==> config.mk <==
export PLATFORM = sky130hd
export DESIGN_NAME = fsm_step_ctrl
export DESIGN_NICKNAME = d
export VERILOG_FILES = /design/src/rtl/fsm_step_ctrl.sv
export SDC_FILE = /design/constraint.sdc
export NUM_CORES = 1
export LEC_CHECK = 0
export BUFFER_PORTS_ARGS = -buffer_cell sky130_fd_sc_hd__clkbuf_2
export CORE_ASPECT_RATIO = 1.25
export CORE_UTILIZATION = 58
export CTS_BUF_LIST = sky130_fd_sc_hd__clkbuf_2 sky130_fd_sc_hd__clkbuf_4 sky130_fd_sc_hd__clkbuf_8
export DETAILED_ROUTE_END_ITERATION = 8
export PLACE_DENSITY = 0.78
export SYNTH_ARGS = -nofsm -noshare
export SYNTH_HDL_FRONTEND = slang
export SYNTH_SLANG_ARGS = --single-unit
==> constraint.sdc <==
create_clock -name clk -period 2.4 [get_ports clk]
set_clock_uncertainty 0.15 [all_clocks]
set_input_delay 0.24 -clock clk [delete_from_list [all_inputs] [get_ports clk]]
set_output_delay 0.24 -clock clk [all_outputs]
set_load 0.01 [all_outputs]
==> src/rtl/fsm_step_ctrl.sv <==
// ----------------------------------------------------------------------------
// fsm_step_ctrl
//   Step sequencer for the serial sequence-detector FSM on the lab board.
//   On start it latches a test pattern and issues a one-cycle clear to the
//   detector. It then presents the pattern one bit per step, MSB first. Each
//   step is a one-cycle clock-enable pulse, so the detector never sees a
//   divided clock. Steps come from a divided timebase (auto mode) or from a
//   push-button (manual mode).
//
// Optional feature macro: STEP_DEBOUNCE_EN
//   defined   : the synchronised button must be stable for DEB_CYC cycles
//               before its level is accepted.
//   undefined : edges are taken directly from the 2-FF synchroniser. This is
//               the default build.
//
// Parameters
//   DIV_MAX  clk cycles spent in WAIT before each auto step (>= 2)
//   PAT_W    pattern length in bits (2..16)
//   DEB_CYC  debounce stable time in clk cycles (STEP_DEBOUNCE_EN only)
//
// Ports
//   clk       in   system clock, all logic on the rising edge
//   rst       in   asynchronous reset, active low
//   start     in   level; sampled in IDLE/DONE, latches pattern and starts a run
//   abort     in   level; forces IDLE on the next cycle, wins over start
//   mode      in   0 = auto (timebase), 1 = manual (step_btn)
//   step_btn  in   raw asynchronous push-button
//   pattern   in   bits to feed, bit PAT_W-1 first
//   fsm_clr   out  one-cycle clear to the detector (CLEAR state)
//   step_en   out  one-cycle clock enable to the detector (STEP state)
//   bit_out   out  serial bit to the detector input (MSB of shift register)
//   busy      out  high in CLEAR/WAIT/STEP
//   done      out  high in DONE until start or abort
//   bit_idx   out  index of the bit currently presented
// ----------------------------------------------------------------------------
module fsm_step_ctrl #(
  parameter int DIV_MAX = 25000000,
  parameter int PAT_W   = 8,
  parameter int DEB_CYC = 1000000
) (
  input  logic             clk,
  input  logic             rst,
  input  logic             start,
  input  logic             abort,
  input  logic             mode,
  input  logic             step_btn,
  input  logic [PAT_W-1:0] pattern,
  output logic             fsm_clr,
  output logic             step_en,
  output logic             bit_out,
  output logic             busy,
  output logic             done,
  output logic [3:0]       bit_idx
);

  localparam int CNT_W = $clog2(DIV_MAX);
  localparam logic [CNT_W-1:0] CNT_LAST = CNT_W'(DIV_MAX - 1);
  localparam logic [3:0]       IDX_LAST = 4'(PAT_W - 1);

  localparam logic [2:0] S_IDLE  = 3'd0;
  localparam logic [2:0] S_CLEAR = 3'd1;
  localparam logic [2:0] S_WAIT  = 3'd2;
  localparam logic [2:0] S_STEP  = 3'd3;
  localparam logic [2:0] S_DONE  = 3'd4;

  logic [2:0]       r_state;
  logic [PAT_W-1:0] r_sh;
  logic [CNT_W-1:0] r_cnt;
  logic [3:0]       r_bit_idx;
  logic             r_sync1;
  logic             r_sync2;
  logic             r_btn_d;

  logic [2:0]       w_state_nxt;
  logic [PAT_W-1:0] w_sh_nxt;
  logic [CNT_W-1:0] w_cnt_nxt;
  logic [3:0]       w_idx_nxt;
  logic             w_btn_lvl;
  logic             w_btn_rise;

  // Two-flop synchroniser for the raw button.
  always_ff @(posedge clk or negedge rst) begin
    if (!rst) begin
      r_sync1 <= 1'b0;
      r_sync2 <= 1'b0;
    end else begin
      r_sync1 <= step_btn;
      r_sync2 <= r_sync1;
    end
  end

`ifdef STEP_DEBOUNCE_EN
  localparam int DEB_W = $clog2(DEB_CYC + 1);
  logic [DEB_W-1:0] r_deb_cnt;
  logic             r_deb_lvl;

  // Debounce: accept a new level only after it has differed from the
  // accepted level for DEB_CYC consecutive cycles.
  always_ff @(posedge clk or negedge rst) begin
    if (!rst) begin
      r_deb_cnt <= '0;
      r_deb_lvl <= 1'b0;
    end else if (r_sync2 == r_deb_lvl) begin
      r_deb_cnt <= '0;
    end else if (r_deb_cnt == DEB_W'(DEB_CYC - 1)) begin
      r_deb_lvl <= r_sync2;
      r_deb_cnt <= '0;
    end else begin
      r_deb_cnt <= r_deb_cnt + DEB_W'(1);
    end
  end

  assign w_btn_lvl = r_deb_lvl;
`else
  assign w_btn_lvl = r_sync2;
`endif

  // Previous button level for rising-edge detection. It runs in every state,
  // so an edge outside WAIT is consumed there and never replayed later.
  always_ff @(posedge clk or negedge rst) begin
    if (!rst) begin
      r_btn_d <= 1'b0;
    end else begin
      r_btn_d <= w_btn_lvl;
    end
  end

  assign w_btn_rise = w_btn_lvl & ~r_btn_d;

  // Next-state and datapath update; abort overrides everything else.
  always_comb begin
    w_state_nxt = r_state;
    w_sh_nxt    = r_sh;
    w_cnt_nxt   = r_cnt;
    w_idx_nxt   = r_bit_idx;
    case (r_state)
      S_IDLE, S_DONE: begin
        if (start) begin
          w_state_nxt = S_CLEAR;
          w_sh_nxt    = pattern;
          w_idx_nxt   = 4'd0;
          w_cnt_nxt   = '0;
        end else begin
          w_state_nxt = r_state;
        end
      end
      S_CLEAR: begin
        w_state_nxt = S_WAIT;
        w_cnt_nxt   = '0;
      end
      S_WAIT: begin
        if (mode) begin
          // Manual mode holds the divider at zero. A later return to auto
          // mode therefore always starts a full WAIT period.
          w_cnt_nxt = '0;
          if (w_btn_rise) begin
            w_state_nxt = S_STEP;
          end else begin
            w_state_nxt = S_WAIT;
          end
        end else if (r_cnt == CNT_LAST) begin
          w_state_nxt = S_STEP;
          w_cnt_nxt   = '0;
        end else begin
          w_cnt_nxt = r_cnt + CNT_W'(1);
        end
      end
      S_STEP: begin
        w_sh_nxt  = {r_sh[PAT_W-2:0], 1'b0};
        w_idx_nxt = r_bit_idx + 4'd1;
        if (r_bit_idx == IDX_LAST) begin
          w_state_nxt = S_DONE;
        end else begin
          w_state_nxt = S_WAIT;
        end
      end
      default: begin
        w_state_nxt = S_IDLE;
        w_sh_nxt    = '0;
        w_cnt_nxt   = '0;
        w_idx_nxt   = 4'd0;
      end
    endcase
    if (abort) begin
      w_state_nxt = S_IDLE;
      w_sh_nxt    = '0;
      w_cnt_nxt   = '0;
      w_idx_nxt   = 4'd0;
    end else begin
      w_state_nxt = w_state_nxt;
    end
  end

  // State, shift register, divider and bit index.
  always_ff @(posedge clk or negedge rst) begin
    if (!rst) begin
      r_state   <= S_IDLE;
      r_sh      <= '0;
      r_cnt     <= '0;
      r_bit_idx <= 4'd0;
    end else begin
      r_state   <= w_state_nxt;
      r_sh      <= w_sh_nxt;
      r_cnt     <= w_cnt_nxt;
      r_bit_idx <= w_idx_nxt;
    end
  end

  // Moore outputs registered from the next state, so they align with r_state.
  always_ff @(posedge clk or negedge rst) begin
    if (!rst) begin
      fsm_clr <= 1'b0;
      step_en <= 1'b0;
      busy    <= 1'b0;
      done    <= 1'b0;
    end else begin
      fsm_clr <= (w_state_nxt == S_CLEAR);
      step_en <= (w_state_nxt == S_STEP);
      busy    <= (w_state_nxt == S_CLEAR) || (w_state_nxt == S_WAIT) ||
                 (w_state_nxt == S_STEP);
      done    <= (w_state_nxt == S_DONE);
    end
  end

  assign bit_out = r_sh[PAT_W-1];
  assign bit_idx = r_bit_idx;

endmodule

* Word-level counts from Yosys, hierarchy flattened *
Cells that the tools add are included.

word-level totals
  bits in registers = 47
  input port bits = 14
  logic and storage cells = 53

operators by class
  $add $sub $neg = 2
  equality and inequality tests = 13
  muxes and demuxes = 18
  bitwise operators = 2
  reduce and logical (&&, ||, !) cells = 7

operator list
  operator               count
  $mux 25                4
  $pmux 25 s3            1
  $add 25x1->25 const B  1
  $eq 25x25->1 const B   1
  $pmux 8 s3             1
  $mux 8                 2
  $mux 3                 5
  $eq 3x2->1 const B     4
  $pmux 3 s4             1
  $pmux 4 s3             1
  $mux 4                 2
  $eq 3x1->1 const B     2
  $eq 3x3->1 const B     2
  $add 4x1->4 const B    1
  $eq 4x3->1 const B     1
  $reduce_and 2->1       2
  $reduce_or 2->1        2
  $logic_not 3->1        1
  $ne 3x3->1 const B     1
  $logic_or 1x1->1       2
  $ne 2x1->1 const B     1
  $ne 2x2->1 const B     1
  $and 1x1->1            1
  $mux 1                 1
  $not 1->1              1

* Logic depth before layout (Yosys ltp) *
Gate-level depths: netlist of run 1.

  depth after elaboration = 9
  mapped depth = 8
  gate-level depth less buffers = 6

* Worst setup path after synthesis of run 1 *
Ideal clock, no wire load.

  kind = reg-to-reg
  start = register r_cnt[0]
  end = register r_cnt[0]
  data arrival time = 1.610 ns
  required time = 2.125 ns
  path slack = 0.515 ns
  cell stages (with the launch flop) = 8
  path buffers = 2
  cells stage by stage = dfrtp_1 > ha_1 > and3_1 > nand4b_1 > o21a_1 > buf_4 > buf_4 > mux2_2

on the way
  longest elaborated chain between the ends = 5
  elaborated cells between the ends (all ways) = 6
  those cells by class = 1 x add/sub; 1 x eq/ne; 4 x mux

RTL lines
  item                                           line      RTL
  start: declaration                             68        logic [CNT_W-1:0] r_cnt;
  start signal: assignment                       204       r_cnt <= w_cnt_nxt;
  $add 25x1->25 or $eq 25x25->1 (tied branches)  165, 161
  $mux 25 (*)                                    161       end else if (r_cnt == CNT_LAST) begin
  $mux 25 (*)                                    152       if (mode) begin
  $pmux 25 s3 (*)                                136       case (r_state)
  $mux 25 (*)                                    184       if (abort) begin

Mark *: on every way between the ends. The rest lies on a longest branch, timed or not.
A chain may end at the register's enable or synchronous reset.

* Worst setup path after layout of run 1 *
  start = register r_cnt[0]
  end = register r_cnt[24]

Same word-level chain as after synthesis.

==> results of run 1 <==
path summary, 6_finish.rpt:
| kind | start | to | slack [ns] | cells past startpoint |
|---|---|---|---|---|
| setup / recovery | r_cnt[0] | r_cnt[24] | 0.26 | 6 |
| hold / removal | start | fsm_clr | 0.07 | 3 |
| setup reg to reg | r_cnt[0] | r_cnt[24] | 0.26 | 6 |
| hold reg to reg | r_sync1 | r_sync2 | 0.20 | 0 |
| max in group asynchronous | rst | r_sync1 | 1.05 | 3 |
| min in group asynchronous | rst | r_sh[7] | 0.40 | 2 |
cells in the mapped netlist (all sizes together) (2+ instances only):
cell type   n
dfrtp      47
nand2      24
a21oi      19
nor2       19
o21ai      17
nand3      16
a31oi      12
buf        11
nor3       10
a22oi       7
nand4       7
inv         6
a22o        4
mux2i       4
nand2b      3
o21a        3
o31ai       3
a21o        2
and2        2
and3        2
and3b       2
clkbuf      2
ha          2
nand4b      2
nor4        2
or2         2
or3         2
or4         2
worst register-to-register path: stages (launching register included):
cell     delay, ns
dfrtp_1       0.41
ha_1          0.24
nand3_2       0.16
nor3_4        0.30
nand3_4       0.13
or4_1         0.47
a21oi_1       0.19
logic make-up after synthesis:
kind of cell / Yosys count
buf+inv: 19
flops: 47
mux: 5
xor+xnor: 2
simple gates: 102
fa+ha+maj: 2
compound gates: 72
area by class of cell:
| class | count | area [sq um] |
|---|---|---|
| fillers | 313 | 1130 |
| well taps | 54 | 67.6 |
| multi-input cells | 183 | 1140 |
| inverters | 6 | 22.5 |
| repair buffers | 32 | 203 |
| flip-flops and latches | 47 | 1180 |
| clock inverters | 2 | 60.1 |
| clock buffers | 6 | 76.3 |
registers in the layout, indices dropped and copies added (netlist names):
signal / cells
bit_idx: 4
busy: 1
done: 1
fsm_clr: 1
r_btn_d: 1
r_cnt: 25
r_sh: 8
r_state: 3
r_sync1: 1
r_sync2: 1
step_en: 1
power by group through the flow:
stage          Clock (mW)  Sequential [mW]  Combinational (mW)
2_1_floorplan           0            0.840              0.0791
3_3_place_gp            0            0.844               0.128
3_5_place_dp            0            0.845               0.129
4_1_cts             0.698            0.829               0.132
5_1_grt             0.731            0.832               0.148
6_report            0.684            0.829               0.131
through the flow:
stage	utilization [%]	setup WS (ns)	power [mW]	instance area (sq um)
global route	70.7	0.166	1.71	2740
floorplan	-	0.515	0.919	2410
finish	70.7	0.259	1.64	2740
detailed placement	66.7	0.358	0.974	2590
global placement	66.7	0.426	0.972	2590
CTS	70.7	0.303	1.66	2740
per-layer routing:
| layer | global-route usage (%) | up-vias |
|---|---|---|
| li1 | - | 979 |
| met1 | 29.6 | 934 |
| met2 | 43.7 | 37 |
| met3 | 5.39 | 7 |
| met4 | 9.82 | 0 |
| met5 | 0 | - |
timing repair:
item                      4_1_cts  5_1_grt
hold buffers                    2        0
resized for setup               0        0
hold endpoints to repair       32        0
==> impl_metrics.toml, run 1 <==
[pwr]
power.density_nw_per_um2 = 599
power_leakage_nw = 1.19
p_switching_mw = 0.352
ir_worst_vdd_uv = 319
p_sw_share_pct = 21.4
cell_internal_pwr_mw = 1.29
pwr-share-clk_pct = 41.6
seq_power_share_pct = 50.4
power_frac_comb_pct = 8.0

[setup_path]
crit_family = "simple AND/OR/NAND/NOR gates"
crit_fanout = 7
crit_type = "reg2reg"
crit_path_end_kind = "flop"
critPathArrivalTime_ns = 2.21
cpMaxStageDelayCell = "or4_1"
setup.worst_path.start_class = "flop"
cp_cell_sequence = "ha_1, nand3_2, nor3_4, nand3_4, or4_1, a21oi_1"
slowest_delay_ns = 0.47
cp_data_required_time_ns = 2.47
path_buf_inv = 0

[finish]
nets = 291
layout_commonest_cell = "dfrtp_1"
final_cell_mix = "dfrtp_1 (47), nand2_1 (24), clkbuf_2 (22)"
fin_cells = 330
insertedDiodeCount = 0
final_layout_size_suffix_gt1_share_pct = 18.1
syn2layout_area_growth_pct = 14.0

[die]
die_x_um = 59.6
dieArea_sq_um = 4410
die_h_um = 74.0
core_sq_um = 3880
io_pins = 23
rows = 25
initial_core_util_pct = 62.1

[sta]
fin_crit_ns = 2.14
rsz0062_at_grt = "no"
finalMaxSlewViolations = 0
setup_viol = 0
tns_ns = 0
holdWs_ns = 0.0666
worst_slew_pin_slew_ns = 0.793
max_freq_mhz = 467
fin_crit_sh_pct = 89.2
hold_violations = 0
slew_headroom_pct = 47.1

[clock_network]
postCtsSetupRepairBufs = 0
cts_made_buffers = 5
clkSlewWorstSetupHoldPaths_ns = 0.09
clkLatencyLatePin_ns = 0.30
cts_buffer_depth = 2
cts_tree = "built"
tritoncts_num_sinks = 47
htreeDepth = 2
cts_root_buf = "clkbuf_8"

[drt]
route.top_layer_used = "met4"
drtIter0Drc = 162
wl_met3_um = 149
met2_length_um = 2390
drt-met1-wl_um = 2070
drt_pass1_iterations = 5
wl_per_cell_um = 14.2
route.detailed.drc = 0
vias = 1957
postRouteAntennaNets = 0
vias_per_cell = 5.93
drt-total-wl_um = 4700

[place]
place_congestion = 0.885
port_buffers = 22
dpl.cell_count = 320
dp_hpwl_um = 3360

[synthesis]
synth-compound-area-share_pct = 18.6
ys_async_sr_fraction_pct = 100
ys_seq_area_share_pct = 48.9
synth_cell_types = 49
synth-edff-count = 0
synth_top_family_by_area = "simple AND/OR/NAND/NOR gates"
yosysWarnings = 0
syn_area_sq_um = 2410
synth_top_area_share_pct = 48.9
syn_nets = 265
yosys.area_share.adder_pct = 1.04
synth.mux.area_fraction_pct = 2.13
syn_avg_cell_area_sq_um = 9.67
synthSimpleGateAreaFrac_pct = 24.8
synthFlopType = "dfrtp_1"
synth-xor-area-share_pct = 0.728
ys_ff_latch = 47
synthTopCellsByArea = "dfrtp_1 (49%), a21oi_1 (3.7%), nand2_1 (3.7%)"
syn_inst = 249
yosysTopAreaCell = "dfrtp_1"

[grt]
grt_usage_pct = 24.9
grt_pass1_vias = 1885
gr-total-overflow = 0
antenna_found_initial = 0
grt_start_max_net_pins = 34
grt_pass1_wl_um = 8250

[flow_run]
drv_cap = 0

[run_status]
status = "completed"

[hold_path]
hold_class = "in2reg"
No activity file was read; power rests on OpenSTA's default activity.
==> inputs of run 2 (changes only) <==
--- a/config.mk
+++ b/config.mk
@@ -7,7 +7,7 @@
 export LEC_CHECK = 0
 export BUFFER_PORTS_ARGS = -buffer_cell sky130_fd_sc_hd__clkbuf_2
 export CORE_ASPECT_RATIO = 1.25
-export CORE_UTILIZATION = 58
+export CORE_UTILIZATION = 55
 export CTS_BUF_LIST = sky130_fd_sc_hd__clkbuf_2 sky130_fd_sc_hd__clkbuf_4 sky130_fd_sc_hd__clkbuf_8
 export DETAILED_ROUTE_END_ITERATION = 8
 export PLACE_DENSITY = 0.78
==> constraint.sdc (replaced) <==
create_clock -name clk -period 1.95 [get_ports clk]
set_clock_uncertainty 0.15 [all_clocks]
set_input_delay 0.2925 -clock clk [delete_from_list [all_inputs] [get_ports clk]]
set_output_delay 0.2925 -clock clk [all_outputs]
set_load 0.01 [all_outputs]
==> impl_metrics.toml, run 2 (same netlist as run 1, synthesis figures left out) <==
[run_status]
status = "completed"

[sta]
hold_violations = 0
fin_crit_ns = 1.91
worst_slew_pin_slew_ns = 0.528
slew_headroom_pct = 64.8
setup_viol = 0
rsz0062_at_grt = "yes"
tns_ns = 0
max_freq_mhz = 523
finalMaxSlewViolations = 0
fin_crit_sh_pct = 98.1

[hold_path]
holdCritStartpoint = "abort"
hold_end = "r_sh[0]"
holdPathStages = 2
hold_class = "in2reg"

[finish]
layout_commonest_cell = "dfrtp_1"
insertedDiodeCount = 0
final_cell_mix = "dfrtp_1 (45), buf_4 (32), nand2_1 (24)"
post-route-util_pct = 73.0
syn2layout_area_growth_pct = 25.2
nets = 317
final_layout_size_suffix_gt1_share_pct = 31.5
top_register = "r_cnt"
seq_area_sq_um = 1180
multi_input_area_sq_um = 1230
num-fill-cells = 289
largest_reg_flops = 25

[grt]
antenna_found_initial = 0
grt_usage_pct = 24.7
grt_pass1_wl_um = 8780
gr-total-overflow = 0
grt_pass1_vias = 2017
grt_start_max_net_pins = 29

[setup_path]
setup.worst_path.start_class = "flop"
r2r-end = "r_cnt[14]"
crit_path_end_kind = "flop"
cp_data_required_time_ns = 2.00
r2r-start = "r_cnt[1]"
crit_fanout = 4
critPathArrivalTime_ns = 1.96
rr_worst_depth = 8
crit_type = "reg2reg"
r2r_setup_slack_ns = 0.04

[die]
core_sq_um = 4130
die_x_um = 61.2
dieArea_sq_um = 4650
die_h_um = 76.0
initial_core_util_pct = 58.3
rows = 26
io_pins = 23

[drt]
drt-total-wl_um = 5610
vias_per_cell = 6.00
route.top_layer_used = "met4"
met2_length_um = 3020
wl_met3_um = 245
route.detailed.drc = 0
postRouteAntennaNets = 0
drtIter0Drc = 183
vias = 2149
drt-met1-wl_um = 2250
drt_pass1_iterations = 4
wl_per_cell_um = 15.7

[pwr]
power.density_nw_per_um2 = 647
power_leakage_nw = 1.32
ir_worst_vdd_uv = 591

[place]
dp_hpwl_um = 3850
port_buffers = 22
place_congestion = 0.835

[clock_network]
clkSlewWorstSetupHoldPaths_ns = 0.10
cts_made_buffers = 5
cts_buffer_depth = 2
cts_tree = "built"
cts_root_buf = "clkbuf_8"
htreeDepth = 2
tritoncts_num_sinks = 47
clkLatencyLatePin_ns = 0.31

[flow_run]
drv_cap = 0
-- run 2: how the worst max path moves through the flow --
stage / startpoint / end / depth (start not counted)
3_5_place_dp: r_cnt[1] / r_cnt[3] / 7
3_3_place_gp: r_cnt[0] / r_cnt[13] / 6
2_1_floorplan: r_cnt[0] / r_cnt[0] / 7
5_1_grt: r_cnt[1] / r_cnt[14] / 8
4_1_cts: r_cnt[0] / r_cnt[3] / 7
6_report: r_cnt[1] / r_cnt[14] / 8
-- run 2: layout make-up --
type	count	share of cell area [%]
clock buffers	5	2.28
clock inverters	3	1.54
inverters	6	0.747
multi-input cells	183	40.7
flip-flops and latches	47	39.1
well taps	56	2.32
repair buffers	58	13.3
-- run 2: per-layer routing --
metal | GRT usage [%] | vias up
li1 | - | 1025
met1 | 30.6 | 1052
met2 | 41.2 | 59
met3 | 4.95 | 13
met4 | 8.86 | 0
met5 | 0 | -
-- run 2: power breakdown --
group          leakage [nW]  internal [mW]  switching [mW]
clock network        0.0548          0.387           0.354
registers             0.638           1.00          0.0160
logic                 0.623         0.0799           0.111
total                  1.32           1.47           0.482
-- run 2: stage by stage --
step	cell area, sq um	hold WS [ns]	setup slack [ns]	total power [mW]	std cells
after detailed placement	2770	0.148	0.0233	1.21	346
after floorplan	2410	-0.153	0.0652	1.13	249
after CTS	2910	0.0928	0.00646	1.94	356
after global routing	3010	0.103	-0.0801	2.02	358
after global placement	2770	0.141	0.0805	1.21	346
final	3010	0.102	0.0363	1.95	358
-- run 2: worst max-delay path, cell delays in order (launching register included) --
cell	delay (ns)
dfrtp_1	0.36
ha_2	0.21
nand3_2	0.11
buf_4	0.17
nor4_2	0.26
buf_4	0.17
nand3_1	0.11
a21oi_2	0.18
mux2i_1	0.09
-- run 2: what timing repair did --
action | CTS | global route
hold buffers | 2 | 0
gates resized for setup | 0 | 23
buffers inserted | 0 | 2
endpoints found under the hold margin | 20 | 0
setup endpoints to repair | 0 | 34
==> inputs of run 3 (changes only) <==
--- a/config.mk
+++ b/config.mk
@@ -5,6 +5,7 @@
 export SDC_FILE = /design/constraint.sdc
 export NUM_CORES = 1
 export LEC_CHECK = 0
+export ABC_AREA = 1
 export BUFFER_PORTS_ARGS = -buffer_cell sky130_fd_sc_hd__clkbuf_2
 export CORE_ASPECT_RATIO = 1.25
 export CORE_UTILIZATION = 55
==> impl_metrics.toml, run 3 <==
[drt]
route.detailed.drc = 0
drtIter0Drc = 138
postRouteAntennaNets = 0
drt-total-wl_um = 5460
drt_pass1_iterations = 4
vias = 2295
vias_per_cell = 5.35
wl_per_cell_um = 12.7

[place]
place_congestion = 0.930
dp_hpwl_um = 4060
port_buffers = 22
place_ws_ns = 0.0367
placed_area_sq_um = 2750
dpl.cell_count = 419

[sta]
hold_violations = 0
fin_crit_sh_pct = 93.9
fin_crit_ns = 1.83
setup_viol = 0
timing.final.ws_setup_ns = 0.118
slew_headroom_pct = 61.5
max_freq_mhz = 546
holdWs_ns = 0.0676
worst_slew_pin_slew_ns = 0.577
finalMaxSlewViolations = 0
tns_ns = 0

[setup_path]
cp.depth = 11
cpMaxStageDelayCell = "dfrtp_1"
cp_cell_sequence = "ha_1, inv_1, nor2_2, nand2_1, nor2_1, nand2_2, nand2_1, nand2_2, buf_6, nand2_1, a21oi_1"
rr_worst_depth = 11
slowest_delay_ns = 0.40
crit_type = "reg2reg"
r2r-start = "r_cnt[0]"
crit_family = "simple AND/OR/NAND/NOR gates"
r2r_setup_slack_ns = 0.12
setup.worst_path.start_class = "flop"
cp-startpoint = "r_cnt[0]"
crit_path_end_kind = "flop"
crit_fanout = 10
r2r-end = "r_cnt[8]"
cp_data_required_time_ns = 1.99
cp_common_cell = "nand2_1"
path_buf_inv = 2
critPathArrivalTime_ns = 1.87

[finish]
fin_cells = 429
multi_input_area_sq_um = 1190
syn2layout_area_growth_pct = 13.4
num-fill-cells = 412
final_layout_size_suffix_gt1_share_pct = 16.2
layout_commonest_cell = "nand2_1"
postLayoutCellArea_sq_um = 2870
final_cell_mix = "nand2_1 (89), nor2_1 (62), dfrtp_1 (47)"
insertedDiodeCount = 0
seq_area_sq_um = 1180
top_register = "r_cnt"
post-route-util_pct = 64.8
nets = 386
largest_reg_flops = 25

[die]
die_x_um = 62.7
dieArea_sq_um = 4880
core_sq_um = 4430
initial_core_util_pct = 57.2
io_pins = 23
die_h_um = 77.8
rows = 27

[clock_network]
cts_made_buffers = 5
cts_root_buf = "clkbuf_8"
clkSlewWorstSetupHoldPaths_ns = 0.09
htreeDepth = 2
clkLatencyLatePin_ns = 0.30
cts_buffer_depth = 2
tritoncts_num_sinks = 47
postCtsSetupRepairBufs = 0
cts_tree = "built"

[synthesis]
ys_async_sr_fraction_pct = 100
synth_top_area_share_pct = 46.5
synth-edff-count = 0
synthTopCellsByCount = "nand2_1 (91), nor2_1 (63), dfrtp_1 (47), inv_1 (35), nand3_1 (27)"
syn_nets = 351
synthFlopType = "dfrtp_1"
synthTopCellsByArea = "dfrtp_1 (46%), nand2_1 (14%), nor2_1 (9.3%)"
syn_area_sq_um = 2530
yosysTopAreaCell = "dfrtp_1"
synth_cell_types = 31
yosysWarnings = 0
ys_seq_area_share_pct = 46.5
ys_ff_latch = 47
syn_inst = 335
syn_avg_cell_area_sq_um = 7.55
yosysMostFrequentCell = "nand2_1"

[pwr]
cell_internal_pwr_mw = 1.37
power_leakage_nw = 1.31
p_total_mw = 1.91
p_switching_mw = 0.541
power_frac_comb_pct = 13.2
p_sw_share_pct = 28.3
seq_power_share_pct = 56.0
ir_worst_vdd_uv = 527
power.density_nw_per_um2 = 666
pwr-share-clk_pct = 30.8

[grt]
grt_pass1_vias = 2209
grt_start_max_net_pins = 48
grt_pass1_wl_um = 9610
gr-total-overflow = 0
grt_usage_pct = 25.0
antenna_found_initial = 0

[hold_path]
holdPathStages = 2
hold_class = "in2reg"
hold_end = "r_sh[0]"
holdCritStartpoint = "pattern[0]"

[run_status]
status = "completed"

[flow_run]
drv_cap = 0
-- run 3: cell types whose count changed in the layout (fill, tap and decap cells not counted), sizes merged, moves of 7 or more --
cell / delta
nor2: +52
o21ai: -11
buf: -26
a22oi: -7
nand2: +69
nand3: +13
a21oi: -12
inv: +29
-- run 3: power by group through the flow --
stage                     clock, mW  combinational, mW  sequential (mW)
after global placement            0              0.238             1.09
after floorplan                   0              0.146             1.09
after detailed placement          0              0.246             1.09
after global routing          0.631              0.289             1.08
after CTS                     0.602              0.249             1.07
final                         0.588              0.252             1.07
-- run 3: worst max path at each step --
stage / endpoint / slack, ns
6_report: r_cnt[8] / 0.12
5_1_grt: r_cnt[14] / -0.02
4_1_cts: r_cnt[11] / 0.04
3_5_place_dp: r_cnt[10] / 0.04
3_3_place_gp: r_cnt[18] / 0.16
2_1_floorplan: r_cnt[14] / 0.32
-- run 3: worst reg2reg max path: stages, from the launching register on --
cell and delay, ns:
dfrtp_1 0.40, ha_1 0.18, inv_1 0.06, nor2_2 0.12, nand2_1 0.07, nor2_1 0.14, nand2_2 0.10, nand2_1 0.11
nand2_2 0.09, buf_6 0.15, nand2_1 0.09, a21oi_1 0.07
-- run 3: cell families (layout without fill, tap and decap cells) --
kind of cell | count (synthesis) | in the layout | synth area share (%)
AND/OR/NAND/NOR | 212 | 212 | 37.5
flip-flops | 47 | 47 | 46.5
buffers and inverters | 41 | 77 | 6.58
AO/OA/AOI/OAI | 27 | 27 | 6.38
XOR/XNOR | 6 | 6 | 2.08
adder cells (fa/ha/maj) | 2 | 2 | 0.989
-- run 3: what timing repair did --
item	4_1_cts	5_1_grt
hold buffers	2	0
endpoints found under the hold margin	48	0
endpoints found under the setup margin	0	23
gates resized for setup	0	5
-- run 3: cell type report --
cell class	instances	share of cell area, %
Inverter	37	4.97
Sequential cell	47	41.0
Clock buffer	5	2.40
Tap cell	58	2.53
Clock inverter	3	0.698
Timing Repair Buffer	32	6.76
Multi-Input combinational cell	247	41.6
-- run 3: metal layers --
layer  share of wire, %  up-vias  track usage (%)
li1                   -     1137                -
met1                 41     1076             29.1
met2                 53       66             45.1
met3                4.2       16             3.68
met4                2.5        0             11.2
met5                  0        -                0
